### src/rtl/pkg_painel.sv
// Shared definitions for the session arbiter: user codes, owner encoding,
// FSM states and the user-priority helpers.
package pkg_painel;

  localparam logic [2:0] ADMIN  = 3'b100;
  localparam logic [2:0] TESTER = 3'b011;
  localparam logic [2:0] USER   = 3'b010;
  localparam logic [2:0] GUEST  = 3'b001;

  localparam logic [1:0] OWN_NONE = 2'b00;
  localparam logic [1:0] OWN_IE1  = 2'b01;
  localparam logic [1:0] OWN_IE2  = 2'b10;

  typedef enum logic [1:0] {
    ST_IDLE = 2'b00,
    ST_OWN1 = 2'b01,
    ST_OWN2 = 2'b10,
    ST_COOL = 2'b11
  } state_t;

  // Relative priority among the four valid codes (GUEST lowest). Four valid
  // levels fill the 2-bit range, so validity is reported by user_ok.
  function automatic logic [1:0] rank(input logic [2:0] user);
    case (user)
      ADMIN:   rank = 2'd3;
      TESTER:  rank = 2'd2;
      USER:    rank = 2'd1;
      default: rank = 2'd0;
    endcase
  endfunction

  // True only for the four recognised user codes.
  function automatic logic user_ok(input logic [2:0] user);
    case (user)
      ADMIN, TESTER, USER, GUEST: user_ok = 1'b1;
      default:                    user_ok = 1'b0;
    endcase
  endfunction

endpackage

### src/rtl/arbitro_is.sv
// Ownership FSM for one output interface: arbitration between the two
// qualified candidates, hold/cool timing, round-robin tie break, func latch.
module arbitro_is
  import pkg_painel::*;
#(
  parameter int MIN_HOLD    = 8,
  parameter int MAX_HOLD    = 64,
  parameter int COOL_CYCLES = 2,
  parameter int CNT_W       = 7
) (
  input  logic       clk,
  input  logic       reset,
  input  logic       cand1,
  input  logic [1:0] rank1,
  input  logic [2:0] func1,
  input  logic       stay1,
  input  logic       cand2,
  input  logic [1:0] rank2,
  input  logic [2:0] func2,
  input  logic       stay2,
  output logic       gnt1,
  output logic       gnt2,
  output logic       drop1,
  output logic       drop2,
  output logic [1:0] owner,
  output logic [2:0] func
);

  state_t           state;
  logic [CNT_W-1:0] hold_cnt;
  logic [CNT_W-1:0] cool_cnt;
  logic             rr;        // 0 favours IE1 on a tie, 1 favours IE2
  logic [1:0]       own_rank;  // rank of the current owner, latched at grant
  logic             pick2;
  logic             any_cand;
  logic             owner_stay;
  logic             challenge;
  logic             end_sess;
  logic             end_drop;

  // Winner selection in IDLE and end-of-session decision while owned.
  always_comb begin
    pick2      = 1'b0;
    owner_stay = 1'b0;
    challenge  = 1'b0;
    end_sess   = 1'b0;
    end_drop   = 1'b0;
    any_cand   = cand1 | cand2;
    if (cand1 && cand2) begin
      if (rank1 > rank2) begin
        pick2 = 1'b0;
      end else if (rank2 > rank1) begin
        pick2 = 1'b1;
      end else begin
        pick2 = rr;
      end
    end else begin
      pick2 = cand2;
    end
    if (state == ST_OWN1) begin
      owner_stay = stay1;
      challenge  = cand2 && (rank2 > own_rank);
    end else begin
      owner_stay = stay2;
      challenge  = cand1 && (rank1 > own_rank);
    end
    // Voluntary release outranks timeout, which outranks preemption.
    if (!owner_stay) begin
      end_sess = 1'b1;
      end_drop = 1'b0;
    end else if (hold_cnt == CNT_W'(MAX_HOLD - 1)) begin
      end_sess = 1'b1;
      end_drop = 1'b1;
    end else if (challenge && (hold_cnt >= CNT_W'(MIN_HOLD - 1))) begin
      end_sess = 1'b1;
      end_drop = 1'b1;
    end else begin
      end_sess = 1'b0;
      end_drop = 1'b0;
    end
  end

  // Session FSM with registered grant, drop, owner and func outputs.
  always_ff @(posedge clk or posedge reset) begin
    if (reset) begin
      state    <= ST_IDLE;
      hold_cnt <= {CNT_W{1'b0}};
      cool_cnt <= {CNT_W{1'b0}};
      rr       <= 1'b0;
      own_rank <= 2'b00;
      gnt1     <= 1'b0;
      gnt2     <= 1'b0;
      drop1    <= 1'b0;
      drop2    <= 1'b0;
      owner    <= OWN_NONE;
      func     <= 3'b000;
    end else begin
      drop1 <= 1'b0;
      drop2 <= 1'b0;
      case (state)
        ST_IDLE: begin
          if (any_cand) begin
            state    <= pick2 ? ST_OWN2 : ST_OWN1;
            gnt1     <= ~pick2;
            gnt2     <= pick2;
            owner    <= pick2 ? OWN_IE2 : OWN_IE1;
            func     <= pick2 ? func2 : func1;
            own_rank <= pick2 ? rank2 : rank1;
            hold_cnt <= {CNT_W{1'b0}};
            rr       <= ~pick2;  // next tie goes to the loser
          end
        end
        ST_OWN1, ST_OWN2: begin
          if (end_sess) begin
            state    <= ST_COOL;
            gnt1     <= 1'b0;
            gnt2     <= 1'b0;
            owner    <= OWN_NONE;
            func     <= 3'b000;
            hold_cnt <= {CNT_W{1'b0}};
            cool_cnt <= {CNT_W{1'b0}};
            drop1    <= end_drop & (state == ST_OWN1);
            drop2    <= end_drop & (state == ST_OWN2);
          end else begin
            hold_cnt <= hold_cnt + CNT_W'(1);
          end
        end
        ST_COOL: begin
          if (cool_cnt == CNT_W'(COOL_CYCLES - 1)) begin
            state    <= ST_IDLE;
            cool_cnt <= {CNT_W{1'b0}};
          end else begin
            cool_cnt <= cool_cnt + CNT_W'(1);
          end
        end
        default: begin
          state    <= ST_IDLE;
          gnt1     <= 1'b0;
          gnt2     <= 1'b0;
          owner    <= OWN_NONE;
          func     <= 3'b000;
          hold_cnt <= {CNT_W{1'b0}};
          cool_cnt <= {CNT_W{1'b0}};
        end
      endcase
    end
  end

endmodule

### src/rtl/arbitro_sessao.sv
// Session arbiter top: per-station armed flags, candidate qualification for
// each output interface and merging of the per-interface grant/drop signals.
module arbitro_sessao
  import pkg_painel::*;
#(
  parameter int MIN_HOLD    = 8,
  parameter int MAX_HOLD    = 64,
  parameter int COOL_CYCLES = 2,
  parameter int CNT_W       = 7
) (
  input  logic       clk,
  input  logic       reset,
  input  logic       ie1_req,
  input  logic [2:0] ie1_user,
  input  logic [2:0] ie1_func,
  input  logic       ie1_is,
  input  logic       ie2_req,
  input  logic [2:0] ie2_user,
  input  logic [2:0] ie2_func,
  input  logic       ie2_is,
  output logic       ie1_gnt,
  output logic       ie2_gnt,
  output logic       ie1_drop,
  output logic       ie2_drop,
  output logic [1:0] is1_owner,
  output logic [1:0] is2_owner,
  output logic [2:0] is1_func,
  output logic [2:0] is2_func
);

  logic            armed1;
  logic            armed2;
  logic [1:0]      g1;
  logic [1:0]      g2;
  logic [1:0]      d1;
  logic [1:0]      d2;
  logic [1:0][1:0] own;
  logic [1:0][2:0] fn;

  // Armed flags: a dropped station must release its request before it may
  // compete again, so a timed-out owner cannot immediately re-grab the IS.
  always_ff @(posedge clk or posedge reset) begin
    if (reset) begin
      armed1 <= 1'b1;
      armed2 <= 1'b1;
    end else begin
      if (ie1_drop) begin
        armed1 <= 1'b0;
      end else if (!ie1_req) begin
        armed1 <= 1'b1;
      end
      if (ie2_drop) begin
        armed2 <= 1'b0;
      end else if (!ie2_req) begin
        armed2 <= 1'b1;
      end
    end
  end

  for (genvar k = 0; k < 2; k++) begin : g_is
    localparam logic IDX = (k == 1) ? 1'b1 : 1'b0;
    logic stay1;
    logic stay2;
    logic cand1;
    logic cand2;

    assign stay1 = ie1_req && (ie1_is == IDX);
    assign stay2 = ie2_req && (ie2_is == IDX);
    assign cand1 = stay1 && user_ok(ie1_user) && armed1;
    assign cand2 = stay2 && user_ok(ie2_user) && armed2;

    arbitro_is #(
      .MIN_HOLD   (MIN_HOLD),
      .MAX_HOLD   (MAX_HOLD),
      .COOL_CYCLES(COOL_CYCLES),
      .CNT_W      (CNT_W)
    ) u_is (
      .clk  (clk),
      .reset(reset),
      .cand1(cand1),
      .rank1(rank(ie1_user)),
      .func1(ie1_func),
      .stay1(stay1),
      .cand2(cand2),
      .rank2(rank(ie2_user)),
      .func2(ie2_func),
      .stay2(stay2),
      .gnt1 (g1[k]),
      .gnt2 (g2[k]),
      .drop1(d1[k]),
      .drop2(d2[k]),
      .owner(own[k]),
      .func (fn[k])
    );
  end

  assign ie1_gnt   = g1[0] | g1[1];
  assign ie2_gnt   = g2[0] | g2[1];
  assign ie1_drop  = d1[0] | d1[1];
  assign ie2_drop  = d2[0] | d2[1];
  assign is1_owner = own[0];
  assign is2_owner = own[1];
  assign is1_func  = fn[0];
  assign is2_func  = fn[1];

endmodule

### config.mk
export PLATFORM = sky130hd
export DESIGN_NAME = arbitro_sessao
export DESIGN_NICKNAME = d
export VERILOG_FILES = /design/src/rtl/pkg_painel.sv /design/src/rtl/arbitro_is.sv /design/src/rtl/arbitro_sessao.sv
export SDC_FILE = /design/constraint.sdc
export NUM_CORES = 1
export LEC_CHECK = 0
export BUFFER_PORTS_ARGS = -buffer_cell sky130_fd_sc_hd__buf_2
export CORE_ASPECT_RATIO = 1.25
export CORE_UTILIZATION = 51
export DETAILED_ROUTE_END_ITERATION = 10
export HOLD_SLACK_MARGIN = 0.02
export MAX_ROUTING_LAYER = met4
export PLACE_DENSITY = 0.77
export RECOVER_POWER = 25
export SYNTH_ARGS = -nofsm -noshare
export SYNTH_HDL_FRONTEND = slang
export SYNTH_SLANG_ARGS = --single-unit
### constraint.sdc
create_clock -name clk -period 2.5 [get_ports clk]
set_input_delay 0.25 -clock clk [delete_from_list [all_inputs] [get_ports clk]]
set_output_delay 0.25 -clock clk [all_outputs]
set_load 0.005 [all_outputs]
==> results of run 1 <==
-- state kept, by name (all words and copies together) (netlist names) --
register and count:
g_is.u_is.hold_cnt 14, g_is.u_is.state 4, g_is.u_is.func 6, g_is.u_is.owner 4, g_is.u_is.cool_cnt 14, g_is.u_is.drop1 2, g_is.u_is.rr 2, g_is.u_is.own_rank 4
armed2 1, armed1 1, g_is.u_is.drop2 2
-- final timing paths --
check                                                startpoint                              endpoint  slack, ns  depth (start not counted)
setup / recovery           g_is[1].u_is.hold_cnt[0]$_DFFE_PP0P_  g_is[1].u_is.hold_cnt[4]$_DFFE_PP0P_       0.15                          8
hold / removal                                          ie1_req                    armed1$_DFFE_PP1P_       0.16                          2
setup reg to reg           g_is[1].u_is.hold_cnt[0]$_DFFE_PP0P_  g_is[1].u_is.hold_cnt[4]$_DFFE_PP0P_       0.15                          8
hold reg to reg                    g_is[0].u_is.drop2$_DFF_PP0_                    armed2$_DFFE_PP1P_       0.48                          2
max in group asynchronous                                 reset     g_is[0].u_is.owner[1]$_DFFE_PP0P_       1.06                          4
min in group asynchronous                                 reset  g_is[0].u_is.hold_cnt[5]$_DFFE_PP0P_       0.73                          3
-- routing by layer --
metal	vias to the layer above	track usage, %	wire (um)	share of wire, %
met1	1398	25.8	3040	40
met2	47	42.3	4000	53
li1	1434	-	-	-
met4	0	7.87	170	2.3
met5	-	-	0	0
met3	15	5.04	292	3.9
-- cell type report --
class / count / area, um^2 / area share, %
clock buffer: 6 / 82.6 / 2.11
inverter: 23 / 86.3 / 2.20
sequential: 54 / 1350 / 34.5
timing repair buffer: 53 / 335 / 8.55
clock inverter: 2 / 16.3 / 0.415
tap: 87 / 109 / 2.78
multi-input combinational: 278 / 1940 / 49.4
-- cells by family after synthesis --
logic type               Yosys count  synth area share [%]
XOR/XNOR                           2                 0.508
multiplexers                      21                  6.32
adder cells (fa/ha/maj)           24                  8.71
AND/OR/NAND/NOR                  132                  20.4
flip-flops                        54                  39.3
AO/OA/AOI/OAI                     99                  20.1
buffers and inverters             38                  4.68
-- power by group through the flow --
stage          registers, uW  logic (uW)  clock network, uW
2_1_floorplan           1200        1440                  0
3_3_place_gp            1220        1930                  0
3_5_place_dp            1240        2010                  0
4_1_cts                 1220        2020                544
5_1_grt                 1240        2250                575
6_report                1220        2010                532
-- what timing repair did --
action,4_1_cts,5_1_grt
gates resized for setup,0,2
endpoints found under the setup margin,0,7
hold buffers,1,0
hold endpoints to repair,14,0
setup buffers,0,1
-- through the flow --
step                      hold WS, ns  worst slack [ns]  cells
after floorplan                 0.299             0.158    370
after detailed placement        0.359            0.0176    493
after CTS                       0.152            0.0675    502
after global routing            0.150            0.0185    503
after global placement          0.354            0.0431    493
final                           0.160             0.145    503
-- worst max-delay path, stage by stage (launching register included) --
cell and delay [ns]:
sky130_fd_sc_hd__dfrtp_1 0.40, sky130_fd_sc_hd__ha_2 0.22, sky130_fd_sc_hd__nand2_1 0.07, sky130_fd_sc_hd__or4b_2 0.72, sky130_fd_sc_hd__nand2_2 0.15, sky130_fd_sc_hd__a21oi_2 0.07, sky130_fd_sc_hd__buf_4 0.19, sky130_fd_sc_hd__and3_1 0.17
sky130_fd_sc_hd__a221o_1 0.25
-- cell usage in the layout, fill, tap and decap left out, types with 3 or more instances in the layout --
cell / count
sky130_fd_sc_hd__dfrtp_1: 52
sky130_fd_sc_hd__o21ai_0: 26
sky130_fd_sc_hd__ha_1: 23
sky130_fd_sc_hd__nand2b_1: 7
sky130_fd_sc_hd__a211o_1: 4
sky130_fd_sc_hd__a21oi_1: 14
sky130_fd_sc_hd__nand3_1: 17
sky130_fd_sc_hd__nor4b_1: 4
sky130_fd_sc_hd__buf_2: 31
sky130_fd_sc_hd__inv_1: 23
sky130_fd_sc_hd__nor3_1: 5
sky130_fd_sc_hd__o2111ai_1: 3
sky130_fd_sc_hd__and3_1: 5
sky130_fd_sc_hd__nor4_1: 4
sky130_fd_sc_hd__o31ai_1: 10
sky130_fd_sc_hd__buf_4: 20
sky130_fd_sc_hd__mux2_2: 6
sky130_fd_sc_hd__a21o_1: 9
sky130_fd_sc_hd__or2_2: 8
sky130_fd_sc_hd__clkbuf_8: 6
sky130_fd_sc_hd__nor2_1: 14
sky130_fd_sc_hd__nand2_1: 42
sky130_fd_sc_hd__o211ai_1: 3
sky130_fd_sc_hd__nor2b_1: 6
sky130_fd_sc_hd__mux2i_1: 15
sky130_fd_sc_hd__a31oi_1: 5
==> impl_metrics.env, run 1 <==
export IMPL_place_hpwl_mm=5.84
export IMPL_grt_start_max_net_pins=29
export IMPL_wire_length_of_the_first_global_routing_pass_mm=12.7
export IMPL_cellPowerDensity_nw_per_um2=960
export IMPL_cts_htree_levels=2
export IMPL_tritoncts="done"
export IMPL_fin_nets=457
export IMPL_synthTopCellsByArea="sky130_fd_sc_hd__dfrtp_1 38%, sky130_fd_sc_hd__ha_1 8.7%, sky130_fd_sc_hd__nand2_1 4.7%, sky130_fd_sc_hd__mux2i_1 4.4%, sky130_fd_sc_hd__o21ai_0 3.8%"
export IMPL_maxCapViolCount=0
export IMPL_flow_area_growth_from_synthesis_pct=13.7
export IMPL_routed_via_count=2894
export IMPL_first_iter_violations=151
export IMPL_synthDominantAreaCellType="sky130_fd_sc_hd__dfrtp_1"
export IMPL_cts_root_to_sink_buffers=2
export IMPL_power_uw=3760
export IMPL_final_period_minus_worst_setup_slack_ns=2.35
export IMPL_initial_utilization_pct=52.5
export IMPL_utilization_pct=59.7
export IMPL_slew_headroom_pct=27.2
export IMPL_synth_avg_cell_area_um2=9.32
export IMPL_number_of_buffers_created_by_cts=5
export IMPL_synth_main_ff_cell="sky130_fd_sc_hd__dfrtp_1"
export IMPL_coreArea_um2=6570
export IMPL_grt_antenna_before_repair=0
export IMPL_gp_routability_congestion=0.891
export IMPL_post_synth_top_count_cell="sky130_fd_sc_hd__dfrtp_1"
export IMPL_net_count_after_synthesis=412
export IMPL_pwr_share_seq_pct=32.4
export IMPL_floorplan_rows=33
export IMPL_hold_viol=0
export IMPL_setup_repair_after_global_routing_missed_its_margin="false"
export IMPL_chipWidth_um=75.5
export IMPL_synth_cell_types=59
export IMPL_syn_inst=370
export IMPL_status="finished, final reports clean"
export IMPL_share_comb_of_total_power_pct=53.5
export IMPL_share_of_final_layout_standard_cells_stronger_than_drive_strength_1_pct=22.6
export IMPL_hold_path_class="in2reg"
export IMPL_synth_ff_latch_count=54
export IMPL_track_usage_pct=23.8
export IMPL_drc=0
export IMPL_p_clk_share_pct=14.1
export IMPL_synth_seq_area_share_pct=39.3
export IMPL_routed_via_count_divided_by_cell_count=5.75
export IMPL_diode_insertion_count_for_antenna_repair=0
export IMPL_synth_edf_count=0
export IMPL_overflow_left_after_global_routing=0
export IMPL_placedInstanceArea_um2=3800
export IMPL_max_freq_mhz=425
export IMPL_worstMarginPinSlew_ns=1.09
export IMPL_finalSetupViolCount=0
export IMPL_detail_route_wl_per_cell_um=14.9
export IMPL_yosys_top_cells_count="52 x sky130_fd_sc_hd__dfrtp_1, 43 x sky130_fd_sc_hd__nand2_1, 26 x sky130_fd_sc_hd__o21ai_0"
export IMPL_kind_of_start_point_of_the_critical_path="register"
export IMPL_clock_skew_ns=0.0109
export IMPL_power_switching_uw=1580
export IMPL_yosysWarnings=0
export IMPL_portBuffers=31
export IMPL_post_synth_top_area_fraction_pct=37.7
export IMPL_detailedRoute_firstPassIterationCount=4
export IMPL_worst_setup_path_end_kind="register"
export IMPL_worstPathRequired_ns=2.72
export IMPL_vias_in_the_first_global_route=2896
export IMPL_power_share_switching_pct=42.0
export IMPL_clock_sinks=54
export IMPL_critical_path_peak_fanout=10
export IMPL_num_io_pins=32
export IMPL_crit_type="reg2reg"
export IMPL_vdd_ir_drop_worst_mv=0.705
export IMPL_fillCellCount=571
export IMPL_die_height_um=93.9
export IMPL_design_die_area_um2=7090
export IMPL_post_syn_area_um2=3450
export IMPL_clk_insertion_delay_late_ns=0.32
export IMPL_fin_tns_setup_ns=0
export IMPL_arrival_worst_endpoint_ns=2.57
export IMPL_final_cycle_share_pct=94.2
export IMPL_layout_cell_area_non_filler_um2=3920
export IMPL_leakage_uw=0.00188
export IMPL_ant_nets=0
export IMPL_clock_root_buffer="sky130_fd_sc_hd__clkbuf_8"
export IMPL_cellInternalPower_uw=2180
export IMPL_ys_async_sr_fraction_pct=100
export IMPL_clock_transition_at_the_registers_of_the_reported_paths_ns=0.10
export IMPL_finalMaxSlewViolations=0
export IMPL_wirelength_mm=7.51
(Power assumes the default switching activity.)
==> run 2: changes to the inputs <==
- PLACE_DENSITY: 0.77 -> 0.81
==> run 2 against run 1 <==
Global-route usage shrank 0.24 points. Power shrank 0.47%. Sequential power is essentially flat. Register-to-register slack lost 0.03 ns. Critical path type unchanged. Largest cell class unchanged. Highest routed layer unchanged.
==> impl_metrics.env, run 2 (synthesis gave the netlist of run 1 again) <==
export IMPL_status="finished, final reports clean"
export IMPL_gp_routability_congestion=0.893
export IMPL_arrival_worst_endpoint_ns=2.59
export IMPL_leakage_uw=0.00188
export IMPL_pwr_share_seq_pct=32.5
export IMPL_place_hpwl_mm=6.14
export IMPL_p_clk_share_pct=14.2
export IMPL_top_regs="g_is.u_is.cool_cnt: 14 flops, g_is.u_is.hold_cnt: 14 flops, g_is.u_is.func: 6 flops"
export IMPL_power_switching_uw=1600
export IMPL_drc=0
export IMPL_finalMaxSlewViolations=0
export IMPL_cellPowerDensity_nw_per_um2=959
export IMPL_vdd_ir_drop_worst_mv=0.644
export IMPL_cellInternalPower_uw=2140
export IMPL_worstMarginPinSlew_ns=1.22
export IMPL_die_height_um=93.9
export IMPL_clock_sinks=54
export IMPL_placedInstanceArea_um2=3810
export IMPL_clock_root_buffer="sky130_fd_sc_hd__clkbuf_8"
export IMPL_overflow_left_after_global_routing=0
export IMPL_hold_path_endpoint="armed2$_DFFE_PP1P_"
export IMPL_most_common_cell_after_layout_fill_and_taps_aside="sky130_fd_sc_hd__dfrtp_1"
export IMPL_fin_nets=458
export IMPL_min_delay_path_depth=2
export IMPL_share_of_final_layout_standard_cells_stronger_than_drive_strength_1_pct=22.3
export IMPL_clk_insertion_delay_late_ns=0.31
export IMPL_regToRegStartpoint="g_is[1].u_is.hold_cnt[0]$_DFFE_PP0P_"
export IMPL_power_share_switching_pct=42.8
export IMPL_final_cycle_share_pct=95.3
export IMPL_floorplan_rows=33
export IMPL_ant_nets=0
export IMPL_cts_root_to_sink_buffers=2
export IMPL_clock_transition_at_the_registers_of_the_reported_paths_ns=0.10
export IMPL_fillCellCount=547
export IMPL_wire_length_of_the_first_global_routing_pass_mm=12.4
export IMPL_finalNonFillerCells=505
export IMPL_clock_skew_ns=0.00681
export IMPL_flow_area_growth_from_synthesis_pct=13.3
export IMPL_grt_start_max_net_pins=31
export IMPL_tritoncts="done"
export IMPL_slew_headroom_pct=18.8
export IMPL_first_iter_violations=137
export IMPL_hold_viol=0
export IMPL_vias_in_the_first_global_route=2829
export IMPL_ff_to_ff_setup_slack_ns=0.12
export IMPL_place_detailed_instances=496
export IMPL_timing_hold_ws_ns=0.174
export IMPL_hold_fix_buffer_count_after_cts=0
export IMPL_rr_worst_depth=7
export IMPL_final_cell_mix="52 x sky130_fd_sc_hd__dfrtp_1, 43 x sky130_fd_sc_hd__nand2_1, 31 x sky130_fd_sc_hd__buf_2"
export IMPL_cts_htree_levels=2
export IMPL_finalSetupViolCount=0
export IMPL_postCtsSetupRepairBufs=0
export IMPL_critical_path_peak_fanout=6
export IMPL_number_of_buffers_created_by_cts=5
export IMPL_coreArea_um2=6570
export IMPL_place_worst_setup_slack_ns=-0.0809
export IMPL_worstPathRequired_ns=2.71
export IMPL_kind_of_start_point_of_the_critical_path="register"
export IMPL_timing_hold_worst_start="ie2_req"
export IMPL_rr_endpoint="g_is[1].u_is.func[2]$_DFFE_PP0P_"
export IMPL_final_period_minus_worst_setup_slack_ns=2.38
export IMPL_design_die_area_um2=7090
export IMPL_detailedRoute_firstPassIterationCount=4
export IMPL_routed_via_count=3011
export IMPL_cts_resized_gates=0
export IMPL_portBuffers=31
export IMPL_detail_route_wl_per_cell_um=15.7
export IMPL_hold_path_class="in2reg"
export IMPL_fin_tns_setup_ns=0
export IMPL_maxCapViolCount=0
export IMPL_chipWidth_um=75.5
export IMPL_grt_antenna_before_repair=1
export IMPL_crit_type="reg2reg"
export IMPL_post_route_worst_setup_slack_ns=0.116
export IMPL_initial_utilization_pct=52.5
export IMPL_num_io_pins=32
export IMPL_worst_setup_path_end_kind="register"
export IMPL_share_comb_of_total_power_pct=53.2
export IMPL_setup_repair_after_global_routing_missed_its_margin="false"
export IMPL_max_freq_mhz=420
export IMPL_layout_cell_area_non_filler_um2=3910
export IMPL_routed_via_count_divided_by_cell_count=5.96
export IMPL_wirelength_mm=7.94
export IMPL_track_usage_pct=23.6
==> run 2: changes by cell type in the layout (fill, tap and decap cells not counted) <==
cell	previous run	this run
sky130_fd_sc_hd__buf_4	20	22
sky130_fd_sc_hd__buf_12	1	0
sky130_fd_sc_hd__clkbuf_1	0	1
sky130_fd_sc_hd__diode_2	0	1
sky130_fd_sc_hd__dlygate4sd3_1	1	0
sky130_fd_sc_hd__ha_1	23	24
sky130_fd_sc_hd__ha_2	1	0
sky130_fd_sc_hd__nand2_1	42	43
sky130_fd_sc_hd__nand2_2	1	0
==> run 2: cell type report <==
| class | count | area, um^2 | area share (%) |
|---|---|---|---|
| tap | 87 | 109 | 2.79 |
| antenna | 1 | 2.50 | 0.0641 |
| inverter | 23 | 86.3 | 2.21 |
| clock inverter | 2 | 16.3 | 0.416 |
| multi-input combinational | 278 | 1930 | 49.5 |
| timing repair buffer | 54 | 324 | 8.30 |
| sequential | 54 | 1350 | 34.7 |
| clock buffer | 6 | 82.6 | 2.11 |
==> run 2: critical path, stage by stage (launching register included) <==
cell and delay (ns):
sky130_fd_sc_hd__dfrtp_1 0.41, sky130_fd_sc_hd__ha_1 0.24, sky130_fd_sc_hd__nand2_1 0.09, sky130_fd_sc_hd__or4b_2 0.70, sky130_fd_sc_hd__nand2_1 0.18, sky130_fd_sc_hd__a21o_2 0.16, sky130_fd_sc_hd__nand2b_1 0.17, sky130_fd_sc_hd__o31ai_1 0.33
==> run 2: worst max-delay path by stage <==
stage,start,endpoint,slack [ns],depth (start not counted)
floorplan,ie2_user[2],g_is[0].u_is.cool_cnt[1]$_DFFE_PP0P_,0.16,10
global placement,ie2_user[2],g_is[1].u_is.cool_cnt[1]$_DFFE_PP0P_,-0.05,11
detailed placement,ie2_user[2],g_is[1].u_is.cool_cnt[1]$_DFFE_PP0P_,-0.08,11
CTS,g_is[1].u_is.hold_cnt[0]$_DFFE_PP0P_,g_is[1].u_is.func[2]$_DFFE_PP0P_,0.18,7
global route,g_is[1].u_is.hold_cnt[0]$_DFFE_PP0P_,g_is[1].u_is.func[2]$_DFFE_PP0P_,0.07,7
finish,g_is[1].u_is.hold_cnt[0]$_DFFE_PP0P_,g_is[1].u_is.func[2]$_DFFE_PP0P_,0.12,7
==> run 2: through the flow <==
| stage | utilization (%) | power (uW) |
|---|---|---|
| detailed placement | 58.0 | 3220 |
| finish | 59.5 | 3750 |
| floorplan | - | 2640 |
| global placement | 58.0 | 3120 |
| CTS | 59.5 | 3750 |
| global route | 59.5 | 4020 |
==> run 2: per-layer routing <==
layer | vias to the layer above | routed length, um | global-route usage [%]
met5 | - | 0 | -
met2 | 80 | 4170 | 41.6
met3 | 27 | 309 | 3.76
li1 | 1437 | - | -
met4 | 0 | 214 | 7.56
met1 | 1467 | 3250 | 26.7
==> run 2: power by group through the flow <==
stage / clock (uW) / combinational (uW) / sequential [uW]
6_report: 533 / 1990 / 1220
5_1_grt: 567 / 2210 / 1240
4_1_cts: 541 / 1990 / 1220
3_5_place_dp: 0 / 1980 / 1240
3_3_place_gp: 0 / 1900 / 1220
2_1_floorplan: 0 / 1440 / 1200
==> run 3: changes to the inputs <==
- SYNTH_HIERARCHICAL: not set -> 1
==> run 3 against run 2 <==
Utilization rose by 3.0 points. Clock power shrank 11%. Setup slack got worse by 0.013 ns. Non-clock buffer count is 15 higher. Sequential power is essentially flat. Sequential share of layout area shrank 2.3 points. Synthesized cell count grew 0.27%. First-iteration DRC count rose by 12%. Critical path type is now in2reg. Largest cell class unchanged. Largest power group unchanged.
==> impl_metrics.env, run 3 <==
export IMPL_clk_insertion_delay_late_ns=0.31
export IMPL_synth_edf_count=0
export IMPL_utilization_pct=62.5
export IMPL_cellInternalPower_uw=2140
export IMPL_number_of_buffers_created_by_cts=5
export IMPL_final_cycle_share_pct=95.9
export IMPL_synth_seq_area_share_pct=37.8
export IMPL_floorplan_rows=33
export IMPL_power_share_switching_pct=42.6
export IMPL_final_period_minus_worst_setup_slack_ns=2.40
export IMPL_max_freq_mhz=417
export IMPL_kind_of_start_point_of_the_critical_path="input port"
export IMPL_synth_avg_cell_area_um2=9.66
export IMPL_hold_path_class="in2reg"
export IMPL_clock_skew_ns=0.00901
export IMPL_share_comb_of_total_power_pct=54.5
export IMPL_vdd_ir_drop_worst_mv=0.535
export IMPL_diode_insertion_count_for_antenna_repair=0
export IMPL_wire_length_of_the_first_global_routing_pass_mm=13.7
export IMPL_setup_repair_after_global_routing_missed_its_margin="false"
export IMPL_tritoncts="done"
export IMPL_chipWidth_um=77.0
export IMPL_synth_main_ff_cell="sky130_fd_sc_hd__dfrtp_1"
export IMPL_series_of_cell_instances_along_the_critical_path="buf_2, or3b_1, o21ai_2, ha_1, nor2b_1, o2111ai_1, a32oi_2, buf_4, or3_1, a32o_1"
export IMPL_post_synth_top_area_fraction_pct=36.3
export IMPL_syn_inst=371
export IMPL_slew_headroom_pct=6.99
export IMPL_max_stage_delay_ns=0.40
export IMPL_post_syn_area_um2=3580
export IMPL_fin_nets=483
export IMPL_critical_path_peak_fanout=7
export IMPL_cts_htree_levels=2
export IMPL_place_hpwl_mm=6.34
export IMPL_finalSetupViolCount=0
export IMPL_p_clk_share_pct=12.8
export IMPL_finalMaxSlewViolations=0
export IMPL_gp_routability_congestion=0.927
export IMPL_overflow_left_after_global_routing=0
export IMPL_flow_area_growth_from_synthesis_pct=16.6
export IMPL_leakage_uw=0.00204
export IMPL_drc=0
export IMPL_die_height_um=95.7
export IMPL_post_synth_top_count_cell="sky130_fd_sc_hd__dfrtp_1"
export IMPL_yosys_top_cells_count="52 x sky130_fd_sc_hd__dfrtp_1, 34 x sky130_fd_sc_hd__nand2_1, 33 x sky130_fd_sc_hd__inv_1"
export IMPL_final_cell_mix="52 x sky130_fd_sc_hd__dfrtp_1, 36 x sky130_fd_sc_hd__buf_4, 34 x sky130_fd_sc_hd__nand2_1"
export IMPL_synthTopCellsByArea="sky130_fd_sc_hd__dfrtp_1 36%, sky130_fd_sc_hd__ha_1 9.1%, sky130_fd_sc_hd__nand2_1 3.6%, sky130_fd_sc_hd__inv_1 3.5%, sky130_fd_sc_hd__a32o_1 3.4%"
export IMPL_hold_viol=0
export IMPL_grt_start_max_net_pins=27
export IMPL_top_regs="g_is.u_is/cool_cnt: 14 flops, g_is.u_is/hold_cnt: 14 flops, g_is.u_is/func: 6 flops"
export IMPL_ant_nets=0
export IMPL_worstMarginPinSlew_ns=1.40
export IMPL_first_iter_violations=154
export IMPL_grt_antenna_before_repair=0
export IMPL_most_common_cell_after_layout_fill_and_taps_aside="sky130_fd_sc_hd__dfrtp_1"
export IMPL_worstPathRequired_ns=2.71
export IMPL_ys_async_sr_fraction_pct=100
export IMPL_vias_in_the_first_global_route=3083
export IMPL_portBuffers=31
export IMPL_cp_slowest_cell="sky130_fd_sc_hd__or3b_1"
export IMPL_num_io_pins=32
export IMPL_track_usage_pct=24.0
export IMPL_maxCapViolCount=0
export IMPL_cellPowerDensity_nw_per_um2=893
export IMPL_routed_via_count=3037
export IMPL_clock_root_buffer="sky130_fd_sc_hd__clkbuf_8"
export IMPL_crit_type="in2reg"
export IMPL_arrival_worst_endpoint_ns=2.60
export IMPL_net_count_after_synthesis=415
export IMPL_initial_utilization_pct=53.6
export IMPL_clock_transition_at_the_registers_of_the_reported_paths_ns=0.10
export IMPL_yosysWarnings=6
export IMPL_detailedRoute_firstPassIterationCount=4
export IMPL_cts_root_to_sink_buffers=2
export IMPL_timing_critical_path_buf_inv=2
export IMPL_detail_route_wl_per_cell_um=15.4
export IMPL_worst_setup_path_end_kind="register"
export IMPL_pwr_share_seq_pct=32.7
export IMPL_routed_via_count_divided_by_cell_count=5.77
export IMPL_status="finished, final reports clean"
export IMPL_wirelength_mm=8.09
export IMPL_design_die_area_um2=7370
export IMPL_postCtsSetupRepairBufs=0
export IMPL_power_uw=3730
export IMPL_share_of_final_layout_standard_cells_stronger_than_drive_strength_1_pct=25.1
export IMPL_synth_cell_types=52
export IMPL_timing_critical_path_max_delay_family="simple AND/OR/NAND/NOR gates"
export IMPL_coreArea_um2=6690
export IMPL_synth_ff_latch_count=54
export IMPL_power_switching_uw=1590
export IMPL_synthDominantAreaCellType="sky130_fd_sc_hd__dfrtp_1"
export IMPL_clock_sinks=54
## run 3: cell count changes after synthesis, sizes merged, moves of 7 or more
| cell | before | now |
|---|---|---|
| nand3 | 17 | 10 |
| clkbuf | 9 | 0 |
| nand2 | 43 | 36 |
| a32o | 0 | 12 |
| inv | 23 | 33 |
| o2bb2ai | 0 | 8 |
| o31ai | 10 | 2 |
## run 3: final cells by class
cell class | instances | area (um^2)
tap | 87 | 109
multi-input combinational | 276 | 2070
clock buffer | 5 | 68.8
timing repair buffer | 69 | 438
inverter | 33 | 124
clock inverter | 2 | 15.0
sequential | 54 | 1350
fill | 537 | 2510
## run 3: metal layers
| metal | GRT usage (%) | vias up | routed length, um |
|---|---|---|---|
| met5 | - | - | 0 |
| met2 | 46.1 | 66 | 4340 |
| li1 | - | 1472 | - |
| met3 | 3.03 | 19 | 221 |
| met1 | 25.4 | 1480 | 3330 |
| met4 | 8.33 | 0 | 201 |
## run 3: final timing paths
check / start / to / slack (ns) / depth (start not counted)
max in group asynchronous: reset / g_is[1].u_is/hold_cnt[4]$_DFFE_PP0P_ / 0.66 / 4
hold / removal: ie2_req / armed2$_DFFE_PP1P_ / 0.15 / 2
setup / recovery: ie1_user[1] / g_is[1].u_is/cool_cnt[5]$_DFFE_PP0P_ / 0.10 / 10
hold reg to reg: g_is[0].u_is/drop2$_DFF_PP0_ / armed2$_DFFE_PP1P_ / 0.48 / 2
setup reg to reg: armed1$_DFFE_PP1P_ / g_is[1].u_is/func[2]$_DFFE_PP0P_ / 0.22 / 8
min in group asynchronous: reset / g_is[0].u_is/hold_cnt[3]$_DFFE_PP0P_ / 0.46 / 3
## run 3: timing repair
| item | CTS | global route |
|---|---|---|
| hold buffers | 1 | 0 |
| gates resized for setup | 2 | 5 |
| pin swaps | 0 | 0 |
| setup endpoints to repair | 6 | 8 |
| hold endpoints to repair | 8 | 0 |
| gates cloned | 0 | 0 |
## run 3: kinds of logic after synthesis
| group | count (synthesis) | synth area share (%) |
|---|---|---|
| compound gates | 96 | 21.4 |
| xor+xnor | 10 | 2.44 |
| fa+ha+maj | 26 | 9.07 |
| buf+inv | 41 | 5.20 |
| flops | 54 | 37.8 |
| mux | 18 | 5.45 |
| simple gates | 126 | 18.6 |
## run 3: power groups by stage
stage | Sequential (uW) | Combinational, uW | Clock (uW)
after floorplan | 1200 | 1420 | 0
after global placement | 1220 | 1920 | 0
after detailed placement | 1240 | 2010 | 0
after CTS | 1220 | 2030 | 494
after global routing | 1240 | 2240 | 526
final | 1220 | 2040 | 476
## run 3: per-stage QoR
step | setup TNS [ns] | instances | hold WS (ns) | setup WS, ns | area, um^2
3_3_place_gp | -3.77 | 518 | 0.217 | -0.267 | 4060
3_5_place_dp | -7.59 | 518 | 0.226 | -0.416 | 4060
6_report | 0 | 526 | 0.152 | 0.103 | 4180
2_1_floorplan | 0 | 371 | 0.162 | 0.0230 | 3580
5_1_grt | 0 | 526 | 0.150 | 0.0178 | 4180
4_1_cts | 0 | 526 | 0.126 | 0.0191 | 4170
